[config.mk]
export PLATFORM = sky130hd
export DESIGN_NAME = rsa_modexp_decrypt_flat
export DESIGN_NICKNAME = d
export VERILOG_FILES = /design/src/rtl/rsa_modexp_decrypt_if.sv /design/src/rtl/rsa_modexp_decrypt.sv /design/src/flat_wrapper.sv
export SDC_FILE = /design/constraint.sdc
export NUM_CORES = 1
export LEC_CHECK = 0
export CAP_MARGIN = 20
export CORE_UTILIZATION = 50
export DETAILED_ROUTE_END_ITERATION = 6
export PLACE_DENSITY = 0.76
export SYNTH_ARGS = -nofsm -noshare
export SYNTH_HDL_FRONTEND = slang
export SYNTH_SLANG_ARGS = --single-unit
[constraint.sdc]
create_clock -name clk -period 8.97 [get_ports clk]
set_clock_uncertainty 0.05 [all_clocks]
set_input_delay 1.794 -clock clk [delete_from_list [all_inputs] [get_ports clk]]
set_output_delay 1.794 -clock clk [all_outputs]
set_load 0.05 [all_outputs]
[src/rtl/rsa_modexp_decrypt_if.sv]
// Host-side handshake bundle for the RSA decrypt exponentiator.
// The host (master) issues start with the operands. The exponentiator (slave)
// answers with busy, done, the plaintext word and the error flag.
interface rsa_modexp_decrypt_if #(
  parameter int WIDTH = 16
);
  logic             start;
  logic [WIDTH-1:0] c_in;
  logic [WIDTH-1:0] d_in;
  logic [WIDTH-1:0] n_in;
  logic             busy;
  logic             done;
  logic [WIDTH-1:0] m_out;
  logic             error;

  modport master (
    output start, c_in, d_in, n_in,
    input  busy, done, m_out, error
  );

  modport slave (
    input  start, c_in, d_in, n_in,
    output busy, done, m_out, error
  );
endinterface

[src/rtl/rsa_modexp_decrypt.sv]
// RSA private-key exponentiator: M = C^d mod n.
// The exponent is scanned left to right with square-and-multiply. Each modular
// product is an interleaved shift-add reduction that takes one multiplier bit
// per cycle. Latency therefore depends only on popcount(d), never on the other
// operand values.
module rsa_modexp_decrypt #(
  parameter int WIDTH = 16
) (
  input  logic                 clk,
  input  logic                 reset,
  rsa_modexp_decrypt_if.slave  bus
);

  localparam int IW = $clog2(WIDTH);
  localparam logic [IW-1:0] TOP_BIT = IW'(WIDTH - 1);

  typedef enum logic [2:0] {
    IDLE   = 3'd0,
    CHECK  = 3'd1,
    PRERED = 3'd2,
    SQUARE = 3'd3,
    MULT   = 3'd4,
    FINISH = 3'd5
  } state_t;

  state_t r_state;
  state_t w_next_state;

  // Latched operands
  logic [WIDTH-1:0] r_c;
  logic [WIDTH-1:0] r_d;
  logic [WIDTH-1:0] r_n;

  // Exponentiation state
  logic [WIDTH-1:0] r_acc;
  logic [WIDTH-1:0] r_base;
  logic [IW-1:0]    r_i;

  // Modular-multiply engine: r = a*b mod n, one bit of a per cycle
  logic [WIDTH-1:0] r_a;
  logic [WIDTH-1:0] r_b;
  logic [WIDTH-1:0] r_r;
  logic [IW-1:0]    r_j;

  // Result registers that hold between operations
  logic [WIDTH-1:0] r_m;
  logic             r_err;

  logic [WIDTH-1:0] w_r_next;
  logic             w_mm_last;
  logic             w_busy;
  logic             w_done;
  logic [WIDTH-1:0] w_m_out;

  // One shift-add reduction step. r < n and b < n give t < 3n, so two
  // conditional subtractions always bring the result back below n.
  // t needs two bits of headroom above WIDTH.
  function automatic logic [WIDTH-1:0] mm_step(
    input logic [WIDTH-1:0] r,
    input logic             abit,
    input logic [WIDTH-1:0] b,
    input logic [WIDTH-1:0] n
  );
    logic [WIDTH+1:0] t;
    logic [WIDTH+1:0] nn;
    nn = {2'b00, n};
    t  = {1'b0, r, 1'b0} + {2'b00, (abit ? b : {WIDTH{1'b0}})};
    if (t >= nn) t = t - nn;
    if (t >= nn) t = t - nn;
    return t[WIDTH-1:0];
  endfunction

  assign w_r_next  = mm_step(r_r, r_a[r_j], r_b, r_n);
  assign w_mm_last = (r_j == '0);

  // State register
  always_ff @(posedge clk) begin
    if (reset) r_state <= IDLE;
    else       r_state <= w_next_state;
  end

  // Next-state logic: each multiply phase ends when its bit pointer reaches 0
  always_comb begin
    w_next_state = r_state;
    case (r_state)
      IDLE:   if (bus.start) w_next_state = CHECK;
      CHECK:  w_next_state = (r_n < WIDTH'(2)) ? FINISH : PRERED;
      PRERED: if (w_mm_last) w_next_state = SQUARE;
      SQUARE: begin
        if (w_mm_last) begin
          if (r_d[r_i])         w_next_state = MULT;
          else if (r_i == '0)   w_next_state = FINISH;
          else                  w_next_state = SQUARE;
        end
      end
      MULT:   if (w_mm_last) w_next_state = (r_i == '0) ? FINISH : SQUARE;
      FINISH: w_next_state = IDLE;
      default: w_next_state = IDLE;
    endcase
  end

  // Output logic: busy spans CHECK..MULT. The result appears in FINISH and is held afterwards.
  always_comb begin
    w_busy  = 1'b0;
    w_done  = 1'b0;
    w_m_out = r_m;
    case (r_state)
      CHECK, PRERED, SQUARE, MULT: w_busy = 1'b1;
      FINISH: begin
        w_done  = 1'b1;
        w_m_out = r_acc;
      end
      default: ;
    endcase
  end

  assign bus.busy  = w_busy;
  assign bus.done  = w_done;
  assign bus.m_out = w_m_out;
  assign bus.error = r_err;

  // Datapath: operand capture, multiply steps and phase hand-over.
  // Each phase loads the engine operands for the following phase, so the
  // engine never idles between products.
  always_ff @(posedge clk) begin
    if (reset) begin
      r_c    <= '0;
      r_d    <= '0;
      r_n    <= '0;
      r_acc  <= '0;
      r_base <= '0;
      r_i    <= '0;
      r_a    <= '0;
      r_b    <= '0;
      r_r    <= '0;
      r_j    <= '0;
      r_m    <= '0;
      r_err  <= 1'b0;
    end else begin
      case (r_state)
        IDLE: begin
          if (bus.start) begin
            r_c   <= bus.c_in;
            r_d   <= bus.d_in;
            r_n   <= bus.n_in;
            r_m   <= '0;
            r_err <= 1'b0;
          end
        end
        CHECK: begin
          if (r_n < WIDTH'(2)) begin
            r_err <= 1'b1;
            r_acc <= '0;
          end else begin
            r_acc <= WIDTH'(1);
            r_i   <= TOP_BIT;
            // Pre-reduction: base = C * 1 mod n, which also handles C >= n
            r_a   <= r_c;
            r_b   <= WIDTH'(1);
            r_r   <= '0;
            r_j   <= TOP_BIT;
          end
        end
        PRERED: begin
          r_r <= w_r_next;
          r_j <= r_j - 1'b1;
          if (w_mm_last) begin
            r_base <= w_r_next;
            r_a    <= r_acc;
            r_b    <= r_acc;
            r_r    <= '0;
            r_j    <= TOP_BIT;
          end
        end
        SQUARE: begin
          r_r <= w_r_next;
          r_j <= r_j - 1'b1;
          if (w_mm_last) begin
            r_acc <= w_r_next;
            r_a   <= w_r_next;
            r_r   <= '0;
            r_j   <= TOP_BIT;
            if (r_d[r_i]) begin
              r_b <= r_base;
            end else begin
              r_b <= w_r_next;
              r_i <= r_i - 1'b1;
            end
          end
        end
        MULT: begin
          r_r <= w_r_next;
          r_j <= r_j - 1'b1;
          if (w_mm_last) begin
            r_acc <= w_r_next;
            r_a   <= w_r_next;
            r_b   <= w_r_next;
            r_r   <= '0;
            r_j   <= TOP_BIT;
            r_i   <= r_i - 1'b1;
          end
        end
        FINISH: r_m <= r_acc;
        default: ;
      endcase
    end
  end

endmodule

[src/flat_wrapper.sv]
// flat-port wrapper written by rule: the top's interface ports become plain ports
module rsa_modexp_decrypt_flat 
#(
  parameter int WIDTH = 16
)
  (clk, reset, bus_start, bus_c_in, bus_d_in, bus_n_in, bus_busy, bus_done, bus_m_out, bus_error);
  rsa_modexp_decrypt_if #(.WIDTH(WIDTH)) bus_i ();
  input  logic clk;
  input  logic reset;
  input wire logic [$bits(bus_i.start)-1:0] bus_start;
  input wire logic [$bits(bus_i.c_in)-1:0] bus_c_in;
  input wire logic [$bits(bus_i.d_in)-1:0] bus_d_in;
  input wire logic [$bits(bus_i.n_in)-1:0] bus_n_in;
  output wire logic [$bits(bus_i.busy)-1:0] bus_busy;
  output wire logic [$bits(bus_i.done)-1:0] bus_done;
  output wire logic [$bits(bus_i.m_out)-1:0] bus_m_out;
  output wire logic [$bits(bus_i.error)-1:0] bus_error;
  assign bus_i.start = bus_start;
  assign bus_i.c_in = bus_c_in;
  assign bus_i.d_in = bus_d_in;
  assign bus_i.n_in = bus_n_in;
  assign bus_busy = bus_i.busy;
  assign bus_done = bus_i.done;
  assign bus_m_out = bus_i.m_out;
  assign bus_error = bus_i.error;
  rsa_modexp_decrypt #(.WIDTH(WIDTH)) u_core (.clk(clk), .reset(reset), .bus(bus_i));
endmodule
==> flow_summary.yaml, run 1 <==
yosys:
  ys_seq_elements: 156
  synth_top_area_cell: "dfxtp_1"
  synth_seq_area_share_pct: 34.2
  yosys-top-cells-area: "dfxtp_1 34%, nand2_1 9.0%, a21oi_1 7.0%"
  ys_types: 73
  yosysWarnings: 0
  syn_nets: 1239
  async_reset_ff_share_pct: 0
  synth_flop_cell: "dfxtp_1"
  syn_avg_cell_area_sq_um: 8.06
  yosysTopAreaCellShare_pct: 34.2
  syn_area_sq_um: 9140
  synth_edf_count: 0
  syn_inst: 1135
timing:
  grt_setup_unrepaired: "no"
  fin_crit_sh_pct: 93.5
  slew_violations: 0
  min_period_ns: 8.39
  setup_viol: 0
  finalSetupTns_ns: 0
  relSlewSlack_pct: 37.2
  max_freq_mhz: 119
  tightest_slew_ns: 0.938
  finalHoldViolCount: 0
global_routing:
  grt_pass1_wl_microns: 42300
  grt_overflow_total: 0
  grt_max_degree: 51
  track_usage_pct: 29.1
  antenna_found_initial: 0
  grt_pass1_vias: 8116
clocking:
  cts_setup_buffers: 0
  clk_latency_ns: 0.42
  cts_made_buffers: 17
  cts_root_buf: "clkbuf_16"
  clockBufferDepth: 2
  holdBufCountCts: 0
  cts_tree: "done"
  htree_num_levels: 4
  cts.sink_count: 156
  cts_resized: 0
  clkTransAtPathRegs_ns: 0.06
die:
  core_sq_um: 18000
  rows: 49
  io-pin-count: 70
  fp.dieW_microns: 137
  die_area_sq_um: 18800
  start_util_pct: 50.9
  die_h_microns: 137
routing:
  first_iter_violations: 853
  drc: 0
  vias: 8630
  vias_per_cell: 6.08
  wl_per_cell_microns: 18.6
  ant_nets: 0
  drt_first_pass_iters: 5
  routed_wl_microns: 26400
cells_and_area:
  layout_common_cells: "220 x nand2_1, 155 x dfxtp_1, 127 x a21oi_1"
  final_util_pct: 59.2
  antenna_cells: 0
  fin_nets: 1281
  drive_above_1_share_pct: 7.98
  instances_no_fill: 1419
  fin_area_sq_um: 10600
  mostFrequentLayoutCell: "nand2_1"
  syn_to_final_growth_pct: 16.3
placed_design:
  hpwl_microns: 19300
  portBuffers: 69
  post_dp_cell_area_sq_um: 10000
  routabilityCongestion: 0.978
  placedCellCount: 1386
run:
  max_cap_violations: 0
setup_path:
  max_stage_delay_ns: 0.65
  required_ns: 9.26
  crit_path_max_fanout: 19
  crit_path_end_kind: "flop"
  path_class: "reg2reg"
  slowest_stage: "mux4_2"
  worstSetupStartpointType: "flop"
  cp_data_arrival_time_ns: 8.68
status:
  status: "completed"
min_path:
  worstHoldPathType: "reg2reg"
## cell families after synthesis
kind of cell	after synthesis	share of synthesized area, %
simple gates	395	19.3
compound gates	370	27.2
flops	156	34.2
buf+inv	100	4.20
fa+ha+maj	53	7.50
xor+xnor	37	3.54
mux	24	4.09
## area by class of cell
type                            instances  area (sq um)
Multi-Input combinational cell        879          5670
Fill cell                            1568          7330
Tap cell                              229           287
Timing Repair Buffer                   86           817
Clock inverter                         11           131
Sequential cell                       156          3120
Clock buffer                           21           460
Inverter                               37           139
## synthesized netlist by cell type (all sizes together) (7+ instances only)
cell	count
nand2	222
dfxtp	156
a21oi	128
o21ai	68
nor2	63
clkbuf	59
ha	50
inv	36
xnor2	27
nor2b	25
o211ai	25
a221oi	24
a211oi	23
a21o	22
and2	21
o21a	13
nand2b	12
nand3	11
mux4	10
xor2	10
nor3	8
mux2	7
mux2i	7
## metal layers
metal / vias to the layer above / global-route usage [%] / share of wire (%)
met4: 0 / 11.7 / 2.9
met3: 68 / 4.53 / 6.8
met2: 344 / 46.0 / 46
met1: 4049 / 39.7 / 44
li1: 4169 / - / -
met5: - / 0 / 0
## critical path: cells and delay by family, from the launching register on
| family | cells | cell delay [ns] |
|---|---|---|
| AO/OA/AOI/OAI | 18 | 4.43 |
| XOR/XNOR | 1 | 0.13 |
| adder cells (fa/ha/maj) | 5 | 1.17 |
| buffers and inverters | 2 | 0.16 |
| flip-flops | 1 | 0.46 |
| multiplexers | 2 | 1.21 |
| AND/OR/NAND/NOR | 5 | 0.70 |
## path summary, 6_finish.rpt
check / startpoint / to / slack [ns] / cells past startpoint
max reg2reg: u_core.r_j[0] / u_core.r_a[11] / 0.58 / 33
max: u_core.r_j[0] / u_core.r_a[11] / 0.58 / 33
min: u_core.r_d[13] / u_core.r_d[13] / 0.40 / 2
min reg2reg: u_core.r_d[13] / u_core.r_d[13] / 0.40 / 2
## registers in the layout (all words and copies together), names as in the netlist
register	cells
u_core.bus.error	1
u_core.r_state	3
u_core.r_i	4
u_core.r_r	16
u_core.r_c	16
u_core.r_j	4
u_core.r_b	16
u_core.r_d	16
u_core.r_acc	16
u_core.r_base	16
u_core.r_n	16
u_core.r_m	16
u_core.r_a	16
## metrics by stage
stage | hold slack [ns] | setup WS [ns]
after floorplan | 0.382 | 0.747
after detailed placement | 0.397 | 0.120
final | 0.404 | 0.582
after global routing | 0.430 | 0.0363
after CTS | 0.405 | 0.0357
after global placement | 0.391 | 0.366
Power of run 1 is left out: the tool's default activity adds up to more than one toggle a clock period on the data nets, which glitch-free logic cannot reach.
==> run 2: changes to the inputs <==
--- a/config.mk
+++ b/config.mk
@@ -8,6 +8,7 @@
 export CAP_MARGIN = 20
 export CORE_UTILIZATION = 50
 export DETAILED_ROUTE_END_ITERATION = 6
+export HOLD_SLACK_MARGIN = 0.05
 export PLACE_DENSITY = 0.76
 export SYNTH_ARGS = -nofsm -noshare
 export SYNTH_HDL_FRONTEND = slang
==> results of run 2 <==
Same layout as run 1: the final DEF is identical, and so are final timing and power.
Power of run 2 is left out for the same reason.
==> run 3: changes to the inputs <==
--- a/config.mk
+++ b/config.mk
@@ -10,6 +10,8 @@
 export DETAILED_ROUTE_END_ITERATION = 6
 export HOLD_SLACK_MARGIN = 0.05
 export PLACE_DENSITY = 0.76
+export SKIP_CTS_REPAIR_TIMING = 1
 export SYNTH_ARGS = -nofsm -noshare
 export SYNTH_HDL_FRONTEND = slang
 export SYNTH_SLANG_ARGS = --single-unit
+export TNS_END_PERCENT = 30
==> results of run 3 <==
Same layout as run 1: the final DEF is identical, and so are final timing and power.
Power of run 3 is left out for the same reason.
